## src/rtl/data_mem_access.sv

```systemverilog
// Load/store sequencer for the core's data AXI master port: one RV32I access at a time,
// with byte-lane alignment, write-strobe generation, load extension and a pipeline stall.
module data_mem_access #(
    parameter int C_M_AXI_THREAD_ID_WIDTH = 1,
    parameter int C_M_AXI_ADDR_WIDTH      = 32,
    parameter int C_M_AXI_DATA_WIDTH      = 32
) (
    input  logic                               CLK,
    input  logic                               RST,
    input  logic                               REQ,
    input  logic                               REQ_WE,
    input  logic [2:0]                         REQ_FUNCT3,
    input  logic [31:0]                        REQ_ADDR,
    input  logic [31:0]                        REQ_WDATA,
    output logic                               MEM_WAIT,
    output logic                               DONE,
    output logic                               ERR,
    output logic [31:0]                        RDATA,
    output logic [2:0]                         DBG_STATE,
    output logic [C_M_AXI_THREAD_ID_WIDTH-1:0] M_AXI_ARID,
    output logic [C_M_AXI_ADDR_WIDTH-1:0]      M_AXI_ARADDR,
    output logic                               M_AXI_ARVALID,
    input  logic                               M_AXI_ARREADY,
    input  logic [C_M_AXI_DATA_WIDTH-1:0]      M_AXI_RDATA,
    input  logic [1:0]                         M_AXI_RRESP,
    input  logic                               M_AXI_RVALID,
    output logic                               M_AXI_RREADY,
    output logic [C_M_AXI_THREAD_ID_WIDTH-1:0] M_AXI_AWID,
    output logic [C_M_AXI_ADDR_WIDTH-1:0]      M_AXI_AWADDR,
    output logic                               M_AXI_AWVALID,
    input  logic                               M_AXI_AWREADY,
    output logic [C_M_AXI_DATA_WIDTH-1:0]      M_AXI_WDATA,
    output logic [3:0]                         M_AXI_WSTRB,
    output logic                               M_AXI_WLAST,
    output logic                               M_AXI_WVALID,
    input  logic                               M_AXI_WREADY,
    input  logic [1:0]                         M_AXI_BRESP,
    input  logic                               M_AXI_BVALID,
    output logic                               M_AXI_BREADY
);

    typedef enum logic [2:0] {
        S_IDLE  = 3'd0,
        S_RD_A  = 3'd1,
        S_RD_D  = 3'd2,
        S_WR_AW = 3'd3,
        S_WR_B  = 3'd4,
        S_FIN   = 3'd5
    } state_t;

    state_t      state, state_n;
    logic        we_q;
    logic [2:0]  f3_q;
    logic [31:0] addr_q;
    logic [31:0] wdata_q;
    logic        aw_done, w_done;
    logic        err_q;
    logic [31:0] rdata_q;

    logic        req_legal, req_misaligned, req_ok;
    logic        aw_hs, w_hs;
    logic [31:0] lane_word;
    logic [31:0] load_ext;

    // Handshake rule on every channel: a beat transfers on a rising CLK edge where
    // VALID and READY are both high; VALID never drops before that edge.
    assign aw_hs = M_AXI_AWVALID && M_AXI_AWREADY;
    assign w_hs  = M_AXI_WVALID && M_AXI_WREADY;

    always_comb begin
        req_legal      = REQ_WE ? (REQ_FUNCT3 inside {3'b000, 3'b001, 3'b010})
                                : (REQ_FUNCT3 inside {3'b000, 3'b001, 3'b010, 3'b100, 3'b101});
        req_misaligned = ((REQ_FUNCT3[1:0] == 2'b01) && REQ_ADDR[0]) ||
                         ((REQ_FUNCT3[1:0] == 2'b10) && (REQ_ADDR[1:0] != 2'b00));
        req_ok         = req_legal && !req_misaligned;
    end

    assign lane_word = M_AXI_RDATA >> {addr_q[1:0], 3'b000};

    always_comb begin
        load_ext = M_AXI_RDATA;
        case (f3_q)
            3'b000:  load_ext = {{24{lane_word[7]}}, lane_word[7:0]};
            3'b100:  load_ext = {24'd0, lane_word[7:0]};
            3'b001:  load_ext = {{16{lane_word[15]}}, lane_word[15:0]};
            3'b101:  load_ext = {16'd0, lane_word[15:0]};
            default: load_ext = M_AXI_RDATA;
        endcase
    end

    always_ff @(posedge CLK or negedge RST) begin
        if (!RST) begin
            state   <= S_IDLE;
            we_q    <= 1'b0;
            f3_q    <= 3'd0;
            addr_q  <= 32'd0;
            wdata_q <= 32'd0;
            aw_done <= 1'b0;
            w_done  <= 1'b0;
            err_q   <= 1'b0;
            rdata_q <= 32'd0;
        end else begin
            state <= state_n;
            case (state)
                S_IDLE: if (REQ) begin
                    we_q    <= REQ_WE;
                    f3_q    <= REQ_FUNCT3;
                    addr_q  <= REQ_ADDR;
                    wdata_q <= REQ_WDATA;
                    aw_done <= 1'b0;
                    w_done  <= 1'b0;
                    err_q   <= !req_ok;
                    rdata_q <= 32'd0;
                end
                S_RD_D: if (M_AXI_RVALID) begin
                    rdata_q <= load_ext;
                    err_q   <= (M_AXI_RRESP != 2'b00);
                end
                S_WR_AW: begin
                    if (aw_hs) aw_done <= 1'b1;
                    if (w_hs)  w_done  <= 1'b1;
                end
                S_WR_B: if (M_AXI_BVALID) err_q <= (M_AXI_BRESP != 2'b00);
                default: ;
            endcase
        end
    end

    always_comb begin
        state_n = state;
        case (state)
            S_IDLE:  if (REQ) state_n = !req_ok ? S_FIN : (REQ_WE ? S_WR_AW : S_RD_A);
            S_RD_A:  if (M_AXI_ARREADY) state_n = S_RD_D;
            S_RD_D:  if (M_AXI_RVALID) state_n = S_FIN;
            // AW and W may complete in either order or together.
            S_WR_AW: if ((aw_done || aw_hs) && (w_done || w_hs)) state_n = S_WR_B;
            S_WR_B:  if (M_AXI_BVALID) state_n = S_FIN;
            S_FIN:   state_n = S_IDLE;
            default: state_n = S_IDLE;
        endcase
    end

    always_comb begin
        M_AXI_WDATA = wdata_q;
        M_AXI_WSTRB = 4'b1111;
        case (f3_q[1:0])
            2'b00: begin
                M_AXI_WDATA = {4{wdata_q[7:0]}};
                M_AXI_WSTRB = 4'b0001 << addr_q[1:0];
            end
            2'b01: begin
                M_AXI_WDATA = {2{wdata_q[15:0]}};
                M_AXI_WSTRB = 4'b0011 << {addr_q[1], 1'b0};
            end
            default: ;
        endcase
    end

    assign M_AXI_ARID    = '0;
    assign M_AXI_AWID    = '0;
    assign M_AXI_ARADDR  = {addr_q[31:2], 2'b00};
    assign M_AXI_AWADDR  = {addr_q[31:2], 2'b00};
    assign M_AXI_ARVALID = (state == S_RD_A);
    assign M_AXI_RREADY  = (state == S_RD_D);
    assign M_AXI_AWVALID = (state == S_WR_AW) && !aw_done;
    assign M_AXI_WVALID  = (state == S_WR_AW) && !w_done;
    assign M_AXI_WLAST   = M_AXI_WVALID;
    assign M_AXI_BREADY  = (state == S_WR_B);

    // FIN drops the stall so the pipeline advances in the same cycle as DONE.
    assign MEM_WAIT  = ((state == S_IDLE) && REQ) || ((state != S_IDLE) && (state != S_FIN));
    assign DONE      = (state == S_FIN);
    assign ERR       = err_q;
    assign RDATA     = rdata_q;
    assign DBG_STATE = state;

endmodule

```

## config.mk

```make
export PLATFORM = sky130hd
export DESIGN_NAME = data_mem_access
export DESIGN_NICKNAME = d
export VERILOG_FILES = /design/src/rtl/data_mem_access.sv
export SDC_FILE = /design/constraint.sdc
export NUM_CORES = 1
export LEC_CHECK = 0
export CAP_MARGIN = 20
export CORE_ASPECT_RATIO = 1.1
export CORE_MARGIN = 1
export CORE_UTILIZATION = 25
export CTS_BUF_LIST = sky130_fd_sc_hd__clkbuf_2
export DETAILED_ROUTE_END_ITERATION = 12
export GPL_TIMING_DRIVEN = 1
export MAX_ROUTING_LAYER = met4
export SYNTH_ARGS = -nofsm -noshare
export SYNTH_HDL_FRONTEND = slang
export SYNTH_SLANG_ARGS = --single-unit
```

## constraint.sdc

```tcl
create_clock -name CLK -period 2.2 [get_ports CLK]
set_clock_uncertainty 0.05 [all_clocks]
set_input_delay 0.66 -clock CLK [delete_from_list [all_inputs] [get_ports CLK]]
set_output_delay 0.66 -clock CLK [all_outputs]
set_load 0.1 [all_outputs]
```

==> reports/qor.log, run 1 <==
[clocking] clk_lat worst skew 0.63 ns
[sta] unrepaired setup endpoints after global routing true
[placed_design] HPWL after detailed placement 13.4 mm
[synthesis] main combinational cell family by area after synthesis multiplexers
[synthesis] fraction of the mapped netlist area in simple logic gates 0.0690
[final_layout] count of filler cells inserted in the layout 1905
[synthesis] multiplexer area fraction after synthesis 0.208
[sta] Slew headroom 0.654
[clocking] number of clock buffers inserted by TritonCTS 9
[drt] total wire length 18.1 mm
[setup_path] Reg2Reg Depth 7
[sta] final hold violations 0
[synthesis] cells after synthesis 490
[synthesis] cell type contributing the most total cell area after synthesis sky130_fd_sc_hd__dfrtp_1
[sta] setup TNS -13.77 ns
[clocking] clock tree root buffer cell sky130_fd_sc_hd__clkbuf_2
[synthesis] Syn. warnings 0
[floorplanning] Die Width 144 µm
[synthesis] share of the synthesized area in the top cell type 0.471
[final_layout] final cell utilization of the core 0.478
[synthesis] share of the synthesized netlist area taken by xor and xnor gates 0
[clocking] number of levels in the clock H-tree 3
[synthesis] leading cell types by count after synthesis sky130_fd_sc_hd__dfrtp_1 (105), sky130_fd_sc_hd__mux2_2 (78), sky130_fd_sc_hd__buf_4 (76)
[synthesis] EDFF count, synth 0
[global_routing] pin count of the biggest net entering global routing 46
[clocking] clock sink count 105
[synthesis] mean area per synthesized cell 11.4 µm²
[global_routing] global-route wire length before repair 27.8 mm
[setup_path] capturing point of the worst reg2reg path RDATA[15]
[worst_hold_path] path type of the worst min-delay path input pin to asynchronous set/reset pin
[setup_path] Crit Path Max Fanout 8
[drt] TritonRoute pass-1 iters 6
[floorplanning] Placeable Area 21600 µm²
[floorplanning] boundary pin count 258
[synthesis] Yosys cell types 47
[synthesis] flip-flop and latch count after synthesis 105
[global_routing] Overflow after GRT 0
[drt] residual DRC count 0
[placed_design] Cell Count Post-Placement 968
[clocking] Clock transition at path regs 0.32 ns
[global_routing] via count of the first global-routing pass 5024
[synthesis] Synth Area in Compound Gates 0.123
[synthesis] Async S/R FF share, synth 1.00
[drt] Iteration-0 DRC Markers 215
[final_layout] Final Instance Count excl. Fillers 1012
[setup_path] launch instance of the worst register-to-register path DBG_STATE[1]
[floorplanning] Initial Utilization 0.259
[final_layout] share of final-layout standard cells stronger than drive strength 1 0.494
[synthesis] primary flip-flop cell chosen by synthesis mapping sky130_fd_sc_hd__dfrtp_1
[synthesis] synth top area cells sky130_fd_sc_hd__dfrtp_1 (47%), sky130_fd_sc_hd__mux2_2 (16%), sky130_fd_sc_hd__buf_4 (10%)
[outcome] run status finished with violations
[drt] routed vias 4734
[clocking] CTS tree built
[sta] part of the cycle the worst path needs 1.21
[setup_path] required time of the worst setup path 1.49 ns
[global_routing] overall track demand over capacity in global routing 0.162
[setup_path] data arrival time of the worst path 1.94 ns
[setup_path] critical path startpoint category register
[final_layout] total number of nets in the final design 827
[synthesis] register area share after synthesis 0.471
[setup_path] Worst setup EP type primary output
[placed_design] Port-buffer cells 251
[sta] worst-case setup margin in the final layout -0.452 ns
[final_layout] P&R area growth vs syn 84.7%
[placed_design] routability-driven placement congestion ratio 0.884
[sta] pin slew with the least headroom to its limit 0.519 ns
[floorplanning] die area 22900 µm²
[job] max-cap check violation count 0
[sta] time the final worst path needs with I/O delays and setup 2.65 ns
[floorplanning] vertical die dimension 159 µm
[drt] residual antenna-violating net count after detailed routing 0
[setup_path] worst reg2reg setup slack 0.01 ns
[clocking] clock buffer depth 2
[floorplanning] count of standard-cell rows 56
[drt] Routed wire per std cell 17.9 µm
[synthesis] cell with the most instances after synthesis sky130_fd_sc_hd__dfrtp_1
[setup_path] startpoint-to-endpoint class of the critical path register to primary output
[outcome] failing checks setup timing
[sta] number of setup violations in the final report 39
[global_routing] number of antenna violations at the first check in global routing 2
[drt] Vias per Instance 4.68
[sta] Fmax achieved 377 MHz
[sta] Final Max Slew Viols 0
[synthesis] adder-cell share of the synthesized area 0
[synthesis] mapped cell area 5580 µm²
[final cells by class]
cell class                 count  area, µm²  area share
sequential                   105       2650       0.257
timing repair buffer         315       4550       0.441
multi-input combinational    279       2610       0.253
tap                          290        363      0.0352
antenna                        2       5.00    0.000485
inverter                       5       33.8     0.00328
clock buffer                   9       45.0     0.00437
clock inverter                 7       53.8     0.00522
[stage by stage]
step	worst slack, ns	cell area (µm²)	hold WS, ns
floorplan	-0.260	5870	0.314
detailed placement	-0.618	9760	0.444
finish	-0.452	10300	0.447
global placement	-0.558	9760	0.436
CTS	-0.562	10200	0.394
global route	-0.570	10300	0.441
[worst max path at each step]
stage,start,endpoint,slack (ns),cells past startpoint
global route,DBG_STATE[0],M_AXI_BREADY,-0.57,3
CTS,DBG_STATE[0],M_AXI_BREADY,-0.56,4
finish,f3_q[0],M_AXI_WDATA[11],-0.45,4
detailed placement,M_AXI_RVALID,RDATA[30],-0.62,5
floorplan,DBG_STATE[2],M_AXI_WVALID,-0.26,5
global placement,M_AXI_RVALID,RDATA[31],-0.56,5
[cell families after synthesis]
logic type | Yosys count
AND/OR/NAND/NOR | 78
multiplexers | 104
flip-flops | 105
other | 1
AO/OA/AOI/OAI | 91
buffers and inverters | 111
[repair_timing]
action | in CTS | in global routing
buffers inserted | 21 | 9
endpoints found under the setup margin | 55 | 109
pin swaps | 8 | 6
resized for setup | 47 | 32
hold endpoints to repair | 30 | 0
hold buffers | 1 | 0
[registers in the layout, indices dropped and copies added, names as in the netlist]
name / cells
RDATA: 32
addr_q: 32
wdata_q: 32
DBG_STATE: 3
f3_q: 3
ERR: 1
aw_done: 1
w_done: 1
[cell usage in the layout (no fill, tap or decap), types with 3 or more instances in the layout]
cell type	count
sky130_fd_sc_hd__a21oi_1	7
sky130_fd_sc_hd__a221o_1	18
sky130_fd_sc_hd__a22o_1	6
sky130_fd_sc_hd__a22oi_1	7
sky130_fd_sc_hd__and2_1	7
sky130_fd_sc_hd__buf_12	148
sky130_fd_sc_hd__buf_4	44
sky130_fd_sc_hd__buf_6	7
sky130_fd_sc_hd__buf_8	4
sky130_fd_sc_hd__clkbuf_2	10
sky130_fd_sc_hd__clkdlybuf4s50_1	110
sky130_fd_sc_hd__clkinvlp_4	3
sky130_fd_sc_hd__conb_1	6
sky130_fd_sc_hd__dfrtp_1	90
sky130_fd_sc_hd__dfrtp_2	12
sky130_fd_sc_hd__dfrtp_4	3
sky130_fd_sc_hd__mux2_1	7
sky130_fd_sc_hd__mux2_2	64
sky130_fd_sc_hd__mux2_4	14
sky130_fd_sc_hd__mux2i_1	10
sky130_fd_sc_hd__mux2i_2	6
sky130_fd_sc_hd__nand2_1	19
sky130_fd_sc_hd__nand3_1	7
sky130_fd_sc_hd__nor2_1	18
sky130_fd_sc_hd__nor2_4	5
sky130_fd_sc_hd__o21ai_0	12
sky130_fd_sc_hd__o21ai_4	8
sky130_fd_sc_hd__o22ai_1	6
sky130_fd_sc_hd__o31ai_1	7
[critical path: stages, from the launching register on]
cell	delay [ns]
sky130_fd_sc_hd__dfrtp_2	0.54
sky130_fd_sc_hd__nor2_4	0.11
sky130_fd_sc_hd__buf_8	0.16
sky130_fd_sc_hd__mux2_4	0.33
sky130_fd_sc_hd__buf_12	0.17
[per-layer routing]
metal	share of wire	routed length (µm)	GRT usage	up-vias
met4	0.016	294	0.0512	0
met3	0.090	1620	0.0446	18
met5	0	0	-	-
met2	0.51	9210	0.271	218
met1	0.38	6950	0.185	2366
li1	-	-	-	2132
Power of run 1 is not shown: default switching activity piles up to over one toggle a cycle in this logic, so the estimate is an artifact.
==> run 2, diff against run 1 <==
--- a/config.mk
+++ b/config.mk
@@ -5,6 +5,7 @@
 export SDC_FILE = /design/constraint.sdc
 export NUM_CORES = 1
 export LEC_CHECK = 0
+export ABC_AREA = 1
 export CAP_MARGIN = 20
 export CORE_ASPECT_RATIO = 1.1
 export CORE_MARGIN = 1
==> reports/qor.log, run 2 <==
[setup_path] Crit Path Max Fanout 5
[floorplanning] Die Width 148 µm
[setup_path] required time of the worst setup path 1.49 ns
[sta] worst-case setup margin in the final layout -0.458 ns
[setup_path] critical path, cell by cell buf_6 -> nand2_8 -> clkinvlp_4 -> nand2_2 -> nand3_2 -> buf_12
[clocking] number of levels in the clock H-tree 3
[drt] total wire length 20.1 mm
[setup_path] Reg2Reg Depth 10
[floorplanning] die area 24000 µm²
[global_routing] via count of the first global-routing pass 5749
[final_layout] most common library cell in the layout ignoring fill and taps sky130_fd_sc_hd__nand2_1
[clocking] number of clock buffers inserted by TritonCTS 9
[synthesis] leading cell types by count after synthesis sky130_fd_sc_hd__nand2_1 (431), sky130_fd_sc_hd__dfrtp_1 (105), sky130_fd_sc_hd__buf_4 (76)
[setup_path] worst setup path endpoint M_AXI_WDATA[27]
[synthesis] cell with the most instances after synthesis sky130_fd_sc_hd__nand2_1
[outcome] failing checks setup timing
[setup_path] critical path startpoint category register
[synthesis] mapped cell area 5840 µm²
[synthesis] mean area per synthesized cell 7.10 µm²
[synthesis] Async S/R FF share, synth 1.00
[synthesis] cell type contributing the most total cell area after synthesis sky130_fd_sc_hd__dfrtp_1
[final_layout] P&R area growth vs syn 83.5%
[floorplanning] vertical die dimension 162 µm
[setup_path] capturing point of the worst reg2reg path RDATA[0]
[sta] final hold violations 0
[clocking] clock tree root buffer cell sky130_fd_sc_hd__clkbuf_2
[worst_hold_path] Hold Crit Depth 3
[synthesis] synth top area cells sky130_fd_sc_hd__dfrtp_1 (45%), sky130_fd_sc_hd__nand2_1 (28%), sky130_fd_sc_hd__buf_4 (9.8%)
[clocking] clock sink count 105
[drt] TritonRoute pass-1 iters 8
[sta] number of setup violations in the final report 39
[floorplanning] Initial Utilization 0.255
[synthesis] share of the synthesized area in the top cell type 0.450
[sta] Fmax achieved 376 MHz
[placed_design] HPWL after detailed placement 14.5 mm
[synthesis] Yosys cell types 28
[sta] part of the cycle the worst path needs 1.21
[placed_design] routability-driven placement congestion ratio 0.922
[setup_path] data arrival time of the worst path 1.95 ns
[final_layout] top library cells by usage in the layout, fill and taps aside sky130_fd_sc_hd__nand2_1 (388), sky130_fd_sc_hd__buf_12 (154), sky130_fd_sc_hd__clkdlybuf4s50_1 (110)
[job] max-cap check violation count 0
[setup_path] launch instance of the worst register-to-register path f3_q[1]
[final_layout] share of final-layout standard cells stronger than drive strength 1 0.302
[global_routing] number of antenna violations at the first check in global routing 1
[placed_design] Port-buffer cells 251
[drt] Vias per Instance 4.32
[drt] routed vias 5824
[setup_path] delay contributed by the slowest stage of the critical path 0.47 ns
[setup_path] cell with the biggest individual delay on the critical path sky130_fd_sc_hd__dfrtp_1
[sta] time the final worst path needs with I/O delays and setup 2.66 ns
[global_routing] overall track demand over capacity in global routing 0.175
[drt] residual antenna-violating net count after detailed routing 0
[worst_hold_path] path type of the worst min-delay path input pin to register
[setup_path] worst reg2reg setup slack 0.22 ns
[clocking] CTS tree built
[drt] Iteration-0 DRC Markers 260
[setup_path] startpoint-to-endpoint class of the critical path register to primary output
[final_layout] total number of nets in the final design 1154
[synthesis] EDFF count, synth 0
[final_layout] Final Instance Count excl. Fillers 1348
[drt] residual DRC count 0
[synthesis] flip-flop and latch count after synthesis 105
[outcome] run status finished with violations
[clocking] clk_lat worst skew 0.62 ns
[sta] Hold Worst Slack 0.430 ns
[final_layout] count of filler cells inserted in the layout 2180
[floorplanning] count of standard-cell rows 58
[clocking] Clock transition at path regs 0.34 ns
[synthesis] register area share after synthesis 0.450
[global_routing] Overflow after GRT 0
[placed_design] Cell Count Post-Placement 1294
[setup_path] worst setup path startpoint f3_q[0]
[sta] unrepaired setup endpoints after global routing true
[synthesis] Syn. warnings 0
[synthesis] cells after synthesis 823
[drt] Routed wire per std cell 14.9 µm
[global_routing] pin count of the biggest net entering global routing 54
[synthesis] primary flip-flop cell chosen by synthesis mapping sky130_fd_sc_hd__dfrtp_1
[clocking] clock buffer depth 2
[sta] Final Max Slew Viols 0
[setup_path] Worst setup EP type primary output
[global_routing] global-route wire length before repair 31.3 mm
[floorplanning] boundary pin count 258
[floorplanning] Placeable Area 22900 µm²
==> run 2: cell types whose count changed in the layout (fill, tap and decap cells not counted), moves of 10 or more <==
cell	delta
sky130_fd_sc_hd__nand3_1	+22
sky130_fd_sc_hd__nand2_4	+15
sky130_fd_sc_hd__nor2_1	+15
sky130_fd_sc_hd__mux2_2	-64
sky130_fd_sc_hd__inv_1	+28
sky130_fd_sc_hd__mux2_4	-14
sky130_fd_sc_hd__mux2i_1	-10
sky130_fd_sc_hd__nand2_2	+27
sky130_fd_sc_hd__a221o_1	-18
sky130_fd_sc_hd__nand2_1	+369
sky130_fd_sc_hd__buf_4	-20
==> run 2: how the worst min path moves through the flow <==
stage | start | end | slack [ns]
after detailed placement | wdata_q[16] | wdata_q[16] | 0.41
after global placement | wdata_q[22] | wdata_q[22] | 0.40
after floorplan | RST | ERR | 0.31
after global routing | REQ_WDATA[23] | wdata_q[23] | 0.38
final | REQ_WDATA[3] | wdata_q[3] | 0.43
after CTS | REQ_WDATA[3] | wdata_q[3] | 0.37
==> run 2: kinds of logic (layout without fill, tap and decap cells) <==
kind of cell / count (synthesis) / after routing / synth area share
and+or+nand+nor: 524 / 524 / 0.359
buffers and inverters: 150 / 369 / 0.151
AOI/OAI and AO/OA: 43 / 43 / 0.0394
DFF: 105 / 105 / 0.450
other: 1 / 7 / 0.000642
==> run 2: final cells by class <==
| cell class | count | area (µm²) | area share |
|---|---|---|---|
| repair inverters | 1 | 7.51 | 0.000700 |
| repair buffers | 308 | 4660 | 0.434 |
| clock buffers | 9 | 45.0 | 0.00420 |
| well taps | 300 | 375 | 0.0350 |
| flip-flops and latches | 105 | 2650 | 0.247 |
| inverters | 44 | 201 | 0.0188 |
| clock inverters | 7 | 53.8 | 0.00502 |
| diodes | 1 | 2.50 | 0.000233 |
| multi-input cells | 573 | 2730 | 0.254 |
==> run 2: repair_timing <==
| action | CTS | global route |
|---|---|---|
| pin swaps | 16 | 27 |
| resized for setup | 50 | 48 |
| hold buffers | 1 | 0 |
| gates cloned | 5 | 0 |
| buffers inserted | 19 | 14 |
| endpoints found under the hold margin | 105 | 0 |
| endpoints found under the setup margin | 47 | 40 |
==> run 2: critical path, delay by kind of cell (launching register included) <==
family | cells | cell delay, ns
buffers and inverters | 3 | 0.54
flip-flops | 1 | 0.47
AND/OR/NAND/NOR | 3 | 0.31
==> run 2: metrics by stage <==
| stage | util | worst slack, ns | instance area (µm²) | setup TNS [ns] |
|---|---|---|---|---|
| detailed placement | 0.432 | -0.0803 | 9900 | -0.0803 |
| floorplan | - | -0.407 | 6080 | -1.01 |
| global placement | 0.432 | -0.0619 | 9900 | -0.0619 |
| finish | 0.468 | -0.458 | 10700 | -13.81 |
| CTS | 0.456 | -0.540 | 10500 | -16.73 |
| global route | 0.468 | -0.571 | 10700 | -18.11 |
==> run 2: routing by layer <==
layer | routed length (µm) | global-route usage
met1 | 8220 | 0.214
met2 | 10000 | 0.290
met3 | 1660 | 0.0375
met4 | 244 | 0.0487
met5 | 0 | -
Power of run 2 is left out for the same reason.
